<file path="config.mk">
export PLATFORM = sky130hd
export DESIGN_NAME = pipe_addsub
export DESIGN_NICKNAME = d
export VERILOG_FILES = /design/src/rtl/pipe_addsub.sv
export SDC_FILE = /design/constraint.sdc
export NUM_CORES = 1
export LEC_CHECK = 0
export CELL_PAD_IN_SITES_DETAIL_PLACEMENT = 2
export CELL_PAD_IN_SITES_GLOBAL_PLACEMENT = 2
export CORE_MARGIN = 4
export CORE_UTILIZATION = 39
export CTS_CLUSTER_SIZE = 16
export DETAILED_ROUTE_END_ITERATION = 8
export DONT_BUFFER_PORTS = 1
export GPL_TIMING_DRIVEN = 1
export PLACE_DENSITY = 0.74
export SLEW_MARGIN = 10
export SYNTH_ARGS = -nofsm -noshare
export SYNTH_HDL_FRONTEND = slang
export SYNTH_SLANG_ARGS = --single-unit
</file>
<file path="constraint.sdc">
create_clock -name clk_i -period 4.4 [get_ports clk_i]
set_input_delay 0.88 -clock clk_i [delete_from_list [all_inputs] [get_ports clk_i]]
set_output_delay 0.88 -clock clk_i [all_outputs]
set_load 0.01 [all_outputs]
</file>
<file path="src/rtl/pipe_addsub.sv">
// pipe_addsub: pipelined integer add/subtract unit with valid/ready handshakes.
//
// The WIDTH-bit carry chain is cut into STAGES slices of WIDTH/STAGES bits.
// Slice k is added in stage k, using the carry registered by stage k-1. Operand
// bits that are still to be added travel down in skew registers. Finished sum
// bits travel down in de-skew registers. The last stage computes the flags and
// holds the output registers.
//
// Parameters:
//   WIDTH   operand/result width; must be a multiple of STAGES
//   STAGES  pipeline depth, 1..8
//
// Ports:
//   clk_i        clock, rising edge
//   reset_i      synchronous active-high reset; drops every in-flight beat
//   in_valid_i   operand beat present
//   in_ready_o   beat accepted this cycle (= pipeline advances)
//   in_a_i       operand A
//   in_b_i       operand B
//   in_op_i      [0]: 0 add, 1 sub (A-B); [1]: signed saturate (ADDER_SAT_EN only)
//   out_valid_o  result beat present
//   out_ready_i  downstream takes the result
//   out_sum_o    result (modulo 2^WIDTH, or clamped when saturating)
//   out_carry_o  carry-out of the top slice; for sub, 1 iff A >= B unsigned
//   out_ovf_o    signed overflow of the unsaturated result
//   out_zero_o   out_sum_o == 0, after saturation
//
// Optional feature macro: ADDER_SAT_EN
//   defined   -> in_op_i[1] = 1 clamps signed overflow to the signed min/max
//   undefined -> in_op_i[1] is ignored and results always wrap

module pipe_addsub #(
  parameter int unsigned WIDTH  = 32,
  parameter int unsigned STAGES = 2
) (
  input  logic             clk_i,
  input  logic             reset_i,
  input  logic             in_valid_i,
  output logic             in_ready_o,
  input  logic [WIDTH-1:0] in_a_i,
  input  logic [WIDTH-1:0] in_b_i,
  input  logic [1:0]       in_op_i,
  output logic             out_valid_o,
  input  logic             out_ready_i,
  output logic [WIDTH-1:0] out_sum_o,
  output logic             out_carry_o,
  output logic             out_ovf_o,
  output logic             out_zero_o
);

  localparam int unsigned SliceW = WIDTH / STAGES;

  // The whole pipeline moves as one unit; it only freezes when the output
  // stage holds a result nobody takes.
  logic advance;

  logic             out_valid_q;
  logic [WIDTH-1:0] out_sum_q;
  logic             out_carry_q;
  logic             out_ovf_q;
  logic             out_zero_q;

  assign advance    = out_ready_i | ~out_valid_q;
  assign in_ready_o = advance;

  assign out_valid_o = out_valid_q;
  assign out_sum_o   = out_sum_q;
  assign out_carry_o = out_carry_q;
  assign out_ovf_o   = out_ovf_q;
  assign out_zero_o  = out_zero_q;

`ifndef ADDER_SAT_EN
  // Without saturation the mode bit has no function.
  logic unused_op;
  assign unused_op = in_op_i[1];
`endif

  for (genvar k = 0; k < STAGES; k++) begin : g_stage
    localparam int unsigned Lo = k * SliceW;   // first bit of this slice
    localparam int unsigned Hi = Lo + SliceW;  // one past the last bit

    // Operand bits [WIDTH-1:Lo]; the low SliceW of them are added here.
    logic [WIDTH-Lo-1:0] a_cur;
    logic [WIDTH-Lo-1:0] b_cur;
    logic                cin;
    logic                valid_cur;
    logic [Hi-1:0]       sum_cur;
    logic [SliceW:0]     slice_res;
`ifdef ADDER_SAT_EN
    logic                sat_cur;
`endif

    assign slice_res = {1'b0, a_cur[SliceW-1:0]} + {1'b0, b_cur[SliceW-1:0]}
                     + {{SliceW{1'b0}}, cin};

    // ---------------------------------------------------------------------
    // Stage inputs: straight from the ports for slice 0, else from stage k-1
    // ---------------------------------------------------------------------
    if (k == 0) begin : g_head
      // Subtract is A + ~B + 1: invert B and feed the op bit in as carry.
      assign a_cur     = in_a_i;
      assign b_cur     = in_b_i ^ {WIDTH{in_op_i[0]}};
      assign cin       = in_op_i[0];
      assign valid_cur = in_valid_i;
      assign sum_cur   = slice_res[SliceW-1:0];
`ifdef ADDER_SAT_EN
      assign sat_cur   = in_op_i[1];
`endif
    end else begin : g_body
      assign a_cur     = g_stage[k-1].g_mid.a_q;
      assign b_cur     = g_stage[k-1].g_mid.b_q;
      assign cin       = g_stage[k-1].g_mid.carry_q;
      assign valid_cur = g_stage[k-1].g_mid.valid_q;
      assign sum_cur   = {slice_res[SliceW-1:0], g_stage[k-1].g_mid.sum_q};
`ifdef ADDER_SAT_EN
      assign sat_cur   = g_stage[k-1].g_mid.sat_q;
`endif
    end

    // ---------------------------------------------------------------------
    // Stage registers: intermediate skew/de-skew, or the output stage
    // ---------------------------------------------------------------------
    if (k < STAGES - 1) begin : g_mid
      logic                valid_q;
      logic                carry_q;
      logic [WIDTH-Hi-1:0] a_q;
      logic [WIDTH-Hi-1:0] b_q;
      logic [Hi-1:0]       sum_q;
`ifdef ADDER_SAT_EN
      logic                sat_q;
`endif

      always_ff @(posedge clk_i) begin
        if (reset_i) begin
          valid_q <= 1'b0;
        end else if (advance) begin
          valid_q <= valid_cur;
        end
      end

      // Data only moves with a real beat; bubbles leave it untouched.
      always_ff @(posedge clk_i) begin
        if (advance && valid_cur) begin
          carry_q <= slice_res[SliceW];
          a_q     <= a_cur[WIDTH-Lo-1:SliceW];
          b_q     <= b_cur[WIDTH-Lo-1:SliceW];
          sum_q   <= sum_cur;
`ifdef ADDER_SAT_EN
          sat_q   <= sat_cur;
`endif
        end
      end
    end else begin : g_tail
      logic             a_msb;
      logic             b_msb;
      logic             ovf;
      logic [WIDTH-1:0] res;

      // b_msb is the MSB of the possibly inverted B, so one rule covers both ops.
      assign a_msb = a_cur[WIDTH-Lo-1];
      assign b_msb = b_cur[WIDTH-Lo-1];
      assign ovf   = (a_msb == b_msb) && (sum_cur[WIDTH-1] != a_msb);

      always_comb begin
        res = sum_cur;
`ifdef ADDER_SAT_EN
        // Overflow direction follows the sign of A (both operands share it).
        if (sat_cur && ovf) begin
          res = a_msb ? {1'b1, {(WIDTH-1){1'b0}}} : {1'b0, {(WIDTH-1){1'b1}}};
        end
`endif
      end

      always_ff @(posedge clk_i) begin
        if (reset_i) begin
          out_valid_q <= 1'b0;
          out_sum_q   <= '0;
          out_carry_q <= 1'b0;
          out_ovf_q   <= 1'b0;
          out_zero_q  <= 1'b0;
        end else if (advance) begin
          out_valid_q <= valid_cur;
          if (valid_cur) begin
            out_sum_q   <= res;
            out_carry_q <= slice_res[SliceW];
            out_ovf_q   <= ovf;
            out_zero_q  <= ~|res;
          end
        end
      end
    end
  end

endmodule

</file>
==> flow_summary.toml <==
[run_status]
status = "finished, final reports clean"

[clocking]
clk_latency_ns = 0.33
cts_inserted_buffers = 9
clk_path_buf_depth = 2
post_cts_buffers = 0
cts-root-buf = "clkbuf_16"
cts_sinks = 86
cts_tree = "yes"
ctsResizeCount = 0
cts_hold_buf = 0
h-tree-depth = 3
clk_pin_slew_worst_paths_ns = 0.06

[setup_path]
crit_chain = "fa_1, fa_1, nor4_1, nand4_1, nor4_1, and3_1, nand4_1, nand4b_1, or4b_1, o31ai_1"
cp_slowest_cell = "fa_1"
r2r-start = "g_stage[0].g_mid.carry_q$_DFFE_PP_"
cp.required_ns = 4.64
critPathArrivalTime_ns = 3.73
endpoint_kind = "flop"
startpoint_type = "flop"
r2r_slack_ns = 0.91
worstPathMaxFanout = 3
critPathLaunch = "g_stage[0].g_mid.carry_q$_DFFE_PP_"
critical_path_class = "flop to flop"
slowest_delay_ns = 0.50

[floorplanning]
rows = 39
die_h_microns = 116
coreArea_sq_um = 11400
io_pins = 107
die_area_sq_um = 13400
die_x_microns = 116
initial_core_util_pct = 39.8

[layout]
final_common_cell = "nand2_1"
layout_common_cells = "61 x nand2_1, 49 x edfxtp_1, 48 x a21oi_1"
syn_to_final_growth_pct = 9.09
diodes = 0
fin_nets = 539
drive_gt1_share_pct = 5.90
utilization_pct = 43.4

[synthesis]
seq_area_frac_synth_pct = 48.9
synth_edf_count = 49
ys_warn_count = 0
synth_nets = 542
synthFlopType = "edfxtp_1"
synthArstFlopShare_pct = 0
ys_seq_elements = 86
syn-cell-area_sq_um = 4530
synth_cells = 439
yosysUniqueCellTypes = 55
syn_area_per_cell_sq_um = 10.3

[route]
vias = 3228
first_pass_iters = 4
wirelength_mm = 11.7
ant_nets = 0
drc = 0
wl_per_cell_microns = 20.0
dr.first_iter.drc_count = 104
vias_per_cell = 5.53

[global_route]
grt_pass1_wl_mm = 19.0
antenna_found_initial = 0
gr-usage-all-layers_pct = 18.2
grt_overflow = 0
grt_pass1_vias = 3603
grt_max_degree = 44

[pwr]
total_power_w = 0.00217
power.density_nw_per_um2 = 440
peakVddDrop_mv = 0.248
p_leak_nw = 1.86

[sta]
finalSetupTns_ns = 0
slew_violations = 0
fin_crit_sh_pct = 79.3
period_minus_slack_ns = 3.49
max_slew.worst_pin.slew_ns = 0.933
clock.fmax_mhz = 287
skew_ns = 0.00581
slew_headroom_pct = 37.8
rsz0062_at_grt = "no"
report.final.hold_viol_count = 0
setup_viol = 0

[placed_design]
place_congestion = 0.755
portBuffers = 0
hpwl_mm = 8.76

[run]
drv_cap = 0

[hold_path]
min-delay-start = "g_stage[0].g_mid.valid_q$_SDFFE_PP0N_"
hold_path.class = "flop to flop"
## cells by family (layout without fill, tap and decap cells)
| group | Yosys count | in the layout | share of synthesized area [%] |
|---|---|---|---|
| DFF | 86 | 86 | 48.9 |
| muxes | 1 | 1 | 0.249 |
| buffers and inverters | 24 | 26 | 2.38 |
| xor gates and xnor gates | 57 | 57 | 11.0 |
| and+or+nand+nor | 137 | 137 | 13.8 |
| adders and majority gates | 33 | 33 | 9.62 |
| AOI/OAI and AO/OA | 101 | 101 | 14.1 |
## flip-flops by register name, summed over array words and instances (netlist names)
register and flops:
out_valid_o 1, g_stage.g_mid.a_q 16, g_stage.g_mid.carry_q 1, g_stage.g_mid.b_q 16
out_carry_o 1, out_sum_o 32, out_zero_o 1, g_stage.g_mid.valid_q 1
g_stage.g_mid.sum_q 16, out_ovf_o 1
## layer usage
metal  up-vias  GRT usage [%]  part of all wire [%]
met5         -              0                     0
met4         0           4.95                  0.91
met3         9           3.19                   3.6
met2        56           33.7                    55
met1      1597           21.6                    41
li1       1566              -                     -
## where the power goes
part	switching, W	internal, W	total [W]
clock	0.000311	0.000436	0.000747
combinational	0.000250	0.000175	0.000425
sequential	0.0000554	0.000947	0.00100
## final cells by class
type	instances	area, sq um
Clock buffer	9	225
Clock inverter	7	65.1
Fill cell	1217	6430
Inverter	7	26.3
Multi-Input combinational cell	329	2210
Sequential cell	86	2210
Tap cell	143	179
Timing Repair Buffer	3	22.5
## path summary, 6_finish.rpt
kind / end / depth (start not counted)
setup reg to reg: out_zero_o$_SDFFE_PP0P_ / 10
setup / recovery: out_zero_o$_SDFFE_PP0P_ / 10
hold reg to reg: out_valid_o$_SDFFE_PP0N_ / 2
hold / removal: out_valid_o$_SDFFE_PP0N_ / 2
## stage by stage
step                      instances  cell area (sq um)  hold slack [ns]  setup WS (ns)
after floorplan                 439               4530            0.455          0.520
after global placement          568               4650            0.470          0.632
after detailed placement        568               4650            0.477          0.593
after CTS                       584               4940            0.485          0.820
after global routing            584               4940            0.520          0.680
final                           584               4940            0.483          0.911
## synthesized netlist by cell type, drive strengths merged (3+ instances only)
| master | count | area, sq um |
|---|---|---|
| a211oi | 3 | 22.5 |
| nor2 | 31 | 116 |
| nand2b | 4 | 25.0 |
| o21a | 4 | 30.0 |
| buf | 4 | 15.0 |
| edfxtp | 49 | 1470 |
| xor2 | 43 | 377 |
| nor3 | 6 | 30.0 |
| nand3 | 10 | 50.1 |
| dfxtp | 37 | 741 |
| a21o | 8 | 61.3 |
| ha | 30 | 375 |
| clkbuf | 12 | 55.1 |
| a21oi | 49 | 249 |
| and3 | 4 | 25.0 |
| o211ai | 4 | 30.0 |
| nand4 | 3 | 18.8 |
| nor4 | 5 | 31.3 |
| nand2 | 61 | 229 |
| a31oi | 3 | 18.8 |
| xnor2 | 14 | 123 |
| o21ai | 13 | 68.8 |
| inv | 7 | 26.3 |
| fa | 3 | 60.1 |
## critical path, delay by kind of cell, from the launching register on
| kind | cells | cell delay (ns) |
|---|---|---|
| adders and majority gates | 2 | 0.98 |
| and+or+nand+nor | 7 | 1.82 |
| DFF | 1 | 0.40 |
| AOI/OAI and AO/OA | 1 | 0.19 |
No activity file was read; power rests on OpenSTA's default activity.
